--- config.mk ---
export PLATFORM = sky130hd
export DESIGN_NAME = branch_stall_ctrl
export DESIGN_NICKNAME = d
export VERILOG_FILES = /design/src/rtl/branch_stall_ctrl_pkg.sv /design/src/rtl/branch_stall_ctrl_dep_detect.sv /design/src/rtl/branch_stall_ctrl.sv
export SDC_FILE = /design/constraint.sdc
export NUM_CORES = 1
export LEC_CHECK = 0
export ABC_AREA = 1
export BUFFER_PORTS_ARGS = -buffer_cell sky130_fd_sc_hd__buf_4
export CAP_MARGIN = 10
export CORE_ASPECT_RATIO = 0.75
export CORE_MARGIN = 2
export CORE_UTILIZATION = 25
export CTS_CLUSTER_DIAMETER = 120
export CTS_CLUSTER_SIZE = 8
export DETAILED_ROUTE_END_ITERATION = 6
export PLACE_DENSITY = 0.59
export SLEW_MARGIN = 10
export SYNTH_ARGS = -nofsm -noshare
export SYNTH_HDL_FRONTEND = slang
export SYNTH_SLANG_ARGS = --single-unit
--- constraint.sdc ---
create_clock -name clock -period 3.5 [get_ports clock]
set_input_delay 0.7 -clock clock [delete_from_list [all_inputs] [get_ports clock]]
set_output_delay 0.7 -clock clock [all_outputs]
set_load 0.01 [all_outputs]
--- src/rtl/branch_stall_ctrl_pkg.sv ---
// branch_stall_ctrl_pkg
// Shared definitions for the ID-stage branch stall controller:
//   - state_e    : controller FSM states
//   - FWD_RF     : branch operand comes from the register file
//   - FWD_EXMEM  : branch operand comes from the EX/MEM ALU result
//   - REG_ZERO   : index of the hard-wired zero register
//   - dep_need   : stall cycles required by one source operand
//   - need_max   : larger of two stall requirements
package branch_stall_ctrl_pkg;

    typedef enum logic {
        ST_IDLE  = 1'b0,
        ST_STALL = 1'b1
    } state_e;

    localparam logic [1:0] FWD_RF    = 2'b00;
    localparam logic [1:0] FWD_EXMEM = 2'b01;

    localparam int REG_ZERO = 0;

    // Stall cycles one operand needs, given where its producer currently sits.
    // A load still in EX needs two cycles before its data reaches a point the
    // ID comparator can use; an ALU result in EX or a load in MEM needs one.
    function automatic logic [1:0] dep_need(input logic ex_dep,
                                            input logic ex_load,
                                            input logic mem_dep,
                                            input logic mem_load);
        logic [1:0] n;
        if (ex_dep && ex_load) begin
            n = 2'd2;
        end else if (ex_dep) begin
            n = 2'd1;
        end else if (mem_dep && mem_load) begin
            n = 2'd1;
        end else begin
            n = 2'd0;
        end
        return n;
    endfunction

    function automatic logic [1:0] need_max(input logic [1:0] a,
                                            input logic [1:0] b);
        return (a > b) ? a : b;
    endfunction

endpackage

--- src/rtl/branch_stall_ctrl_dep_detect.sv ---
// branch_dep_detect
// Combinational hazard detection for a branch resolved in ID.
// Ports:
//   id_rs, id_rt                         branch source registers
//   ex_reg_write, ex_mem_read, ex_rd     EX-stage producer
//   mem_reg_write, mem_mem_read, mem_rd  MEM-stage producer
//   need                                 stall cycles required (0..2)
//   fwd_rs, fwd_rt                       operand select (FWD_RF / FWD_EXMEM)
module branch_dep_detect
    import branch_stall_ctrl_pkg::*;
#(
    parameter int REG_W = 5
) (
    input  logic [REG_W-1:0] id_rs,
    input  logic [REG_W-1:0] id_rt,
    input  logic             ex_reg_write,
    input  logic             ex_mem_read,
    input  logic [REG_W-1:0] ex_rd,
    input  logic             mem_reg_write,
    input  logic             mem_mem_read,
    input  logic [REG_W-1:0] mem_rd,
    output logic [1:0]       need,
    output logic [1:0]       fwd_rs,
    output logic [1:0]       fwd_rt
);

    localparam logic [REG_W-1:0] RZ = REG_W'(REG_ZERO);

    logic rs_ex_dep_s;
    logic rt_ex_dep_s;
    logic rs_mem_dep_s;
    logic rt_mem_dep_s;

    // Dependence matching, stall requirement and forwarding selection.
    always_comb begin
        rs_ex_dep_s  = ex_reg_write  && (id_rs != RZ) && (id_rs == ex_rd);
        rt_ex_dep_s  = ex_reg_write  && (id_rt != RZ) && (id_rt == ex_rd);
        rs_mem_dep_s = mem_reg_write && (id_rs != RZ) && (id_rs == mem_rd);
        rt_mem_dep_s = mem_reg_write && (id_rt != RZ) && (id_rt == mem_rd);

        need = need_max(dep_need(rs_ex_dep_s, ex_mem_read, rs_mem_dep_s, mem_mem_read),
                        dep_need(rt_ex_dep_s, ex_mem_read, rt_mem_dep_s, mem_mem_read));

        // The EX producer is younger, so a match there shadows any MEM match.
        if (rs_mem_dep_s && !mem_mem_read && !rs_ex_dep_s) begin
            fwd_rs = FWD_EXMEM;
        end else begin
            fwd_rs = FWD_RF;
        end

        if (rt_mem_dep_s && !mem_mem_read && !rt_ex_dep_s) begin
            fwd_rt = FWD_EXMEM;
        end else begin
            fwd_rt = FWD_RF;
        end
    end

endmodule

--- src/rtl/branch_stall_ctrl.sv ---
// branch_stall_ctrl
// Stalls a branch in ID until its operands can be compared, then resolves it.
// Optional feature macro: BRANCH_STATS_EN adds saturating taken/stall counters.
// Ports:
//   clock, reset              rising-edge clock, async active-high reset
//   id_branch, id_bne         branch in ID and its type (1 = BNE, 0 = BEQ)
//   id_rs, id_rt              branch source registers
//   ex_* / mem_*              EX- and MEM-stage producers
//   equal_registers_in        ID comparator result on forwarded operands
//   stall                     hold PC and IF/ID, bubble into ID/EX
//   fwd_rs, fwd_rt            operand select (00 regfile, 01 EX/MEM)
//   branch_taken, flush_ifid  redirect PC / zero IF/ID (one-cycle pulse)
//   taken_cnt, stall_cnt      statistics (BRANCH_STATS_EN only)
module branch_stall_ctrl
    import branch_stall_ctrl_pkg::*;
#(
    parameter int STAT_W = 16,
    parameter int REG_W  = 5
) (
    input  logic             clock,
    input  logic             reset,
    input  logic             id_branch,
    input  logic             id_bne,
    input  logic [REG_W-1:0] id_rs,
    input  logic [REG_W-1:0] id_rt,
    input  logic             ex_reg_write,
    input  logic             ex_mem_read,
    input  logic [REG_W-1:0] ex_rd,
    input  logic             mem_reg_write,
    input  logic             mem_mem_read,
    input  logic [REG_W-1:0] mem_rd,
    input  logic             equal_registers_in,
    output logic             stall,
    output logic [1:0]       fwd_rs,
    output logic [1:0]       fwd_rt,
    output logic             branch_taken,
    output logic             flush_ifid
`ifdef BRANCH_STATS_EN
    ,
    output logic [STAT_W-1:0] taken_cnt,
    output logic [STAT_W-1:0] stall_cnt
`endif
);

    state_e     state_r;
    state_e     state_nxt_s;
    logic [1:0] cnt_r;
    logic [1:0] cnt_nxt_s;
    logic [1:0] need_s;
    logic [1:0] fwd_rs_s;
    logic [1:0] fwd_rt_s;
    logic       stall_s;
    logic       resolve_s;
    logic       taken_s;

    branch_dep_detect #(
        .REG_W (REG_W)
    ) u_dep (
        .id_rs         (id_rs),
        .id_rt         (id_rt),
        .ex_reg_write  (ex_reg_write),
        .ex_mem_read   (ex_mem_read),
        .ex_rd         (ex_rd),
        .mem_reg_write (mem_reg_write),
        .mem_mem_read  (mem_mem_read),
        .mem_rd        (mem_rd),
        .need          (need_s),
        .fwd_rs        (fwd_rs_s),
        .fwd_rt        (fwd_rt_s)
    );

    // FSM state and remaining-stall counter.
    always_ff @(posedge clock or posedge reset) begin
        if (reset) begin
            state_r <= ST_IDLE;
            cnt_r   <= 2'd0;
        end else begin
            state_r <= state_nxt_s;
            cnt_r   <= cnt_nxt_s;
        end
    end

    // Next-state logic; the stall need is sampled once on entry and then
    // counted down, since the producer keeps moving while we wait.
    always_comb begin
        state_nxt_s = state_r;
        cnt_nxt_s   = cnt_r;
        stall_s     = 1'b0;
        resolve_s   = 1'b0;
        case (state_r)
            ST_IDLE: begin
                if (id_branch && (need_s != 2'd0)) begin
                    stall_s     = 1'b1;
                    cnt_nxt_s   = need_s - 2'd1;
                    state_nxt_s = ST_STALL;
                end else if (id_branch) begin
                    resolve_s = 1'b1;
                end else begin
                    state_nxt_s = ST_IDLE;
                end
            end
            ST_STALL: begin
                if (!id_branch) begin
                    // Branch left ID (e.g. squashed): drop it silently.
                    state_nxt_s = ST_IDLE;
                    cnt_nxt_s   = 2'd0;
                end else if (cnt_r != 2'd0) begin
                    stall_s   = 1'b1;
                    cnt_nxt_s = cnt_r - 2'd1;
                end else begin
                    resolve_s   = 1'b1;
                    state_nxt_s = ST_IDLE;
                end
            end
            default: begin
                state_nxt_s = ST_IDLE;
                cnt_nxt_s   = 2'd0;
            end
        endcase
        taken_s = resolve_s & (equal_registers_in ^ id_bne);
    end

    // Output drive; everything is forced low while reset is held.
    always_comb begin
        if (reset) begin
            stall        = 1'b0;
            branch_taken = 1'b0;
            flush_ifid   = 1'b0;
            fwd_rs       = FWD_RF;
            fwd_rt       = FWD_RF;
        end else begin
            stall        = stall_s;
            branch_taken = taken_s;
            flush_ifid   = taken_s;
            fwd_rs       = fwd_rs_s;
            fwd_rt       = fwd_rt_s;
        end
    end

`ifdef BRANCH_STATS_EN
    localparam logic [STAT_W-1:0] STAT_MAX = '1;

    logic [STAT_W-1:0] taken_cnt_r;
    logic [STAT_W-1:0] stall_cnt_r;

    // Saturating statistics counters.
    always_ff @(posedge clock or posedge reset) begin
        if (reset) begin
            taken_cnt_r <= '0;
            stall_cnt_r <= '0;
        end else begin
            if (branch_taken && (taken_cnt_r != STAT_MAX)) begin
                taken_cnt_r <= taken_cnt_r + STAT_W'(1);
            end else begin
                taken_cnt_r <= taken_cnt_r;
            end
            if (stall && (stall_cnt_r != STAT_MAX)) begin
                stall_cnt_r <= stall_cnt_r + STAT_W'(1);
            end else begin
                stall_cnt_r <= stall_cnt_r;
            end
        end
    end

    assign taken_cnt = taken_cnt_r;
    assign stall_cnt = stall_cnt_r;
`else
    // Statistics are compiled out; STAT_W has no effect in this build.
    if (STAT_W > 0) begin : g_no_stats
    end
`endif

endmodule

==> out/results.md <==
| Result | Value | Unit |
|:---|:---|:---|
| Iteration count of the initial detailed-routing pass | 4 | - |
| Unrepaired setup endpoints after global routing | yes | - |
| Global-route wire length before repair | 3.86 | mm |
| Synthesized-area fraction occupied by adder cells | 7.66 | % |
| Setup violations, final | 0 | - |
| Grt ovf | 0 | - |
| Post-synthesis async set-or-reset flop share | 100 | % |
| Peak clock frequency supported by timing | 0.289 | GHz |
| Final hold slack | 0.389 | ns |
| Worst endpoint required time | 2.80 | ns |
| Post-DRT Antenna Nets | 0 | - |
| Family with the most delay on the worst path | simple AND/OR/NAND/NOR gates | - |
| Cells after synthesis | 148 | - |
| Combinational cell fraction of total power | 51.3 | % |
| Average vias per placed instance | 4.47 | - |
| Cell Area, Placed | 0.00117 | sq mm |
| Highest net fanout along the worst path | 3 | - |
| Total core area | 0.00302 | sq mm |
| WL/cell | 10.9 | um |
| Filler-free cell count of the finished design | 234 | - |
| Starting density of the core | 27.1 | % |
| Synth Register Bits | 3 | - |
| Count of cell types in the netlist | 29 | - |
| Most used DFF post-synth | sky130_fd_sc_hd__dfrtp_1 | - |
| Share of Yosys cell area claimed by the top area cell type | 22.1 | % |
| Number of rows created at floorplan | 17 | - |
| Via Count | 1,047 | - |
| Total Routing Usage GR | 13.0 | % |
| Endpoints failing hold | 0 | - |
| Util after Layout | 49.4 | % |
| Switching fraction of total power | 36.9 | % |
| Instance count after placement with tap cells included | 226 | - |
| Startpoint type of the worst setup path | input pin | - |
| Count of nets after finishing | 231 | - |
| DR DRC count | 0 | - |
| Slowest cell on crit path | sky130_fd_sc_hd__ha_4 | - |
| Buffers added on ports | 33 | - |
| Post-DP HPWL | 1.93 | mm |
| CTS clock-pin slew for the worst setup and hold paths | 0.03 | ns |
| Cts hold-fix bufs | 0 | - |
| Yosys warning count | 0 | - |
| Die Width | 70.0 | um |
| Iter 0 DRT Violations | 18 | - |
| Clock latency of the later-clocked register in the worst-skew pair | 0.22 | ns |
| Simple-gate area share of the yosys netlist | 50.4 | % |
| Chain of cells forming the critical path | buf_4 -> a21boi_2 -> nand2_1 -> nor2_2 -> nand2_1 -> nand2_2 -> nand2_2 -> ha_4 -> nand2_2 -> o21a_1 -> inv_1 -> nand3_2 -> and2_4 -> ha_4 -> a21oi_2 -> nor4_2 -> buf_4 | - |
| Number of enable-type register cells in the synthesized netlist | 0 | - |
| Number of H-tree branching levels | 1 | - |
| Top cell types by occurrence after synthesis | sky130_fd_sc_hd__nand2_1, sky130_fd_sc_hd__inv_1, sky130_fd_sc_hd__inv_2, sky130_fd_sc_hd__nand3_1, sky130_fd_sc_hd__nor2_1 | - |
| Synthesized area divided by synthesized cell count | 5.52 | sq um |
| Number of antenna diodes | 0 | - |
| RD Place Congestion | 0.827 | - |
| # Max-Cap Violations | 0 | - |
| Total wire length after detailed routing | 2.56 | mm |
| TritonCTS clock tree | built | - |
| Share of the yosys chip area belonging to registers | 9.19 | % |
| Biggest area contributors in the synthesized netlist | sky130_fd_sc_hd__nand2_1, sky130_fd_sc_hd__inv_1, sky130_fd_sc_hd__dfrtp_1 | - |
| Status | complete, no violations | - |
| Post-Synth XOR/XNOR Area | 3.22 | % |
| Number of buffers and inverters on the critical path | 3 | - |
| Final Instance Area | 0.00149 | sq mm |
| Data arrival time of the critical path | 2.76 | ns |
| Die Area | 0.00375 | sq mm |
| Number of sinks driven by the clock tree | 3 | - |
| Overall Power | 0.320 | mW |
| Dominant cell type by area after synthesis | sky130_fd_sc_hd__nand2_1 | - |
| Largest net degree at the start of global routing | 6 | - |
| Clk_skew | 0.00111 | ns |
| Most numerous cell on the critical path | sky130_fd_sc_hd__nand2_2 | - |
| Fraction of the cycle the final worst path needs | 98.8 | % |
| Count leader, synth | sky130_fd_sc_hd__nand2_1 | - |
| Pwr Density | 214 | mW/mm^2 |
| Setup crit end kind | primary output | - |
| Number of global-route vias before repair | 916 | - |
| Chip height | 53.5 | um |
| Combinational family with the most area after synthesis | simple AND/OR/NAND/NOR gates | - |
| Fraction of layout cells with a size suffix above 1 | 58.7 | % |
| Compound-cell area share of the yosys netlist | 11.6 | % |
| Sequential group share of total power | 16.0 | % |
| Synth-to-Final Area Change | 82.7 | % |
| Internal power of the cells | 0.202 | mW |
| Deepest clock path buffer count | 2 | - |
| Mux contribution to synthesized area | 0 | % |
| I/O Pins | 36 | - |
| # fillers | 308 | - |
| Hold Crit Class | input pin to asynchronous set/reset pin | - |
| VDD IR max | 0.0000992 | V |
| Antenna violations before repair | 0 | - |
| Worst Setup Path Type | input pin to primary output | - |
| Part of the total power dissipated in the clock network | 32.7 | % |
| Net switching power | 0.118 | mW |
| Final-report max-slew violation count | 0 | - |
| Minimum clock period | 3.46 | ns |
| Reg-to-reg setup timing slack | 2.14 | ns |
| Buffer cell driving the clock tree root | sky130_fd_sc_hd__clkbuf_8 | - |
| Largest stage delay, worst path | 0.24 | ns |
| Post-synthesis cell area | 817 | sq um |
| Inserted Clock Buffers | 3 | - |
| Static leakage | 0.753 | nW |
==> per-layer routing <==
| metal | part of all wire, % | wire (um) | vias up | global-route usage, % |
|---|---|---|---|---|
| met3 | 4.7 | 120 | 3 | 2.29 |
| met2 | 48 | 1220 | 28 | 21.4 |
| met5 | 0 | 0 | - | 0 |
| li1 | - | - | 554 | - |
| met4 | 0.86 | 22 | 0 | 4.81 |
| met1 | 47 | 1190 | 462 | 17.4 |
==> power by group through the flow <==
stage          Sequential (mW)  Clock, mW  Combinational [mW]
6_report                0.0513      0.104               0.164
5_1_grt                 0.0523      0.111               0.182
4_1_cts                 0.0515      0.106               0.134
3_5_place_dp            0.0517          0               0.126
3_3_place_gp            0.0510          0               0.127
2_1_floorplan           0.0502          0              0.0773
==> cell families after synthesis <==
logic type,Yosys count
AOI/OAI and AO/OA,16
and+or+nand+nor,85
xor gates and xnor gates,3
adders and majority gates,5
DFF,3
buffers and inverters,35
other,1
==> final timing paths <==
| path | from | to | depth (start not counted) |
|---|---|---|---|
| max | id_rs[3] | branch_taken | 17 |
| min | reset | state_r | 2 |
| max reg2reg | cnt_r[0] | cnt_r[0] | 7 |
| min reg2reg | cnt_r[0] | cnt_r[0] | 2 |
| max in group asynchronous | reset | cnt_r[1] | 2 |
| min in group clock | cnt_r[0] | cnt_r[0] | 2 |
==> cells in the final DEF, fill, tap and decap left out <==
master                     instances
sky130_fd_sc_hd__o21ai_1           1
sky130_fd_sc_hd__o21a_1            2
sky130_fd_sc_hd__nand3_2          10
sky130_fd_sc_hd__inv_2             9
sky130_fd_sc_hd__o21ai_2           3
sky130_fd_sc_hd__nand2_2          12
sky130_fd_sc_hd__nand4_1           1
sky130_fd_sc_hd__nor2_2            6
sky130_fd_sc_hd__and2_4            1
sky130_fd_sc_hd__xnor2_1           1
sky130_fd_sc_hd__or2_2             1
sky130_fd_sc_hd__inv_8             1
sky130_fd_sc_hd__conb_1            2
sky130_fd_sc_hd__nor4_2            1
sky130_fd_sc_hd__nor2_1            1
sky130_fd_sc_hd__nand3_1           4
sky130_fd_sc_hd__nand3b_1          1
sky130_fd_sc_hd__buf_8             2
sky130_fd_sc_hd__a21oi_1           2
sky130_fd_sc_hd__a21boi_2          1
sky130_fd_sc_hd__buf_6             8
sky130_fd_sc_hd__xnor2_2           2
sky130_fd_sc_hd__buf_4            36
sky130_fd_sc_hd__ha_1              2
sky130_fd_sc_hd__nor2_4            7
sky130_fd_sc_hd__nor3_1            2
sky130_fd_sc_hd__clkbuf_8          3
sky130_fd_sc_hd__a21oi_2           4
sky130_fd_sc_hd__o211ai_1          1
sky130_fd_sc_hd__dfrtp_1           3
sky130_fd_sc_hd__o21ai_0           1
sky130_fd_sc_hd__nand4_4           1
sky130_fd_sc_hd__inv_1            18
sky130_fd_sc_hd__o22ai_1           1
sky130_fd_sc_hd__inv_4             4
sky130_fd_sc_hd__nand2_1          37
sky130_fd_sc_hd__clkbuf_1          1
sky130_fd_sc_hd__ha_4              3
==> final cells by class <==
cell class                 count  area (sq um)  area share (%)
sequential                     3          75.1            5.03
timing repair buffer          46           390            26.2
tap                           38          47.5            3.19
multi-input combinational    111           797            53.4
clock buffer                   4          45.0            3.02
inverter                      32           138            9.22
==> per-stage QoR <==
step / setup TNS [ns] / setup WS, ns
global placement: -0.0603 / -0.0373
detailed placement: -0.233 / -0.0933
CTS: -0.0654 / -0.0328
floorplan: 0 / 0.0877
finish: 0 / 0.0431
global route: -0.317 / -0.115
==> registers in the layout, summed over array words and instances (netlist names) <==
name and flops:
state_r 1, cnt_r 2
==> timing repair <==
item                                    in CTS  in global routing
endpoints found under the setup margin       3                  3
gates resized for setup                     11                 58
buffers inserted                             2                  2
pin swaps                                   18                 40
No activity file was read; power rests on OpenSTA's default activity.
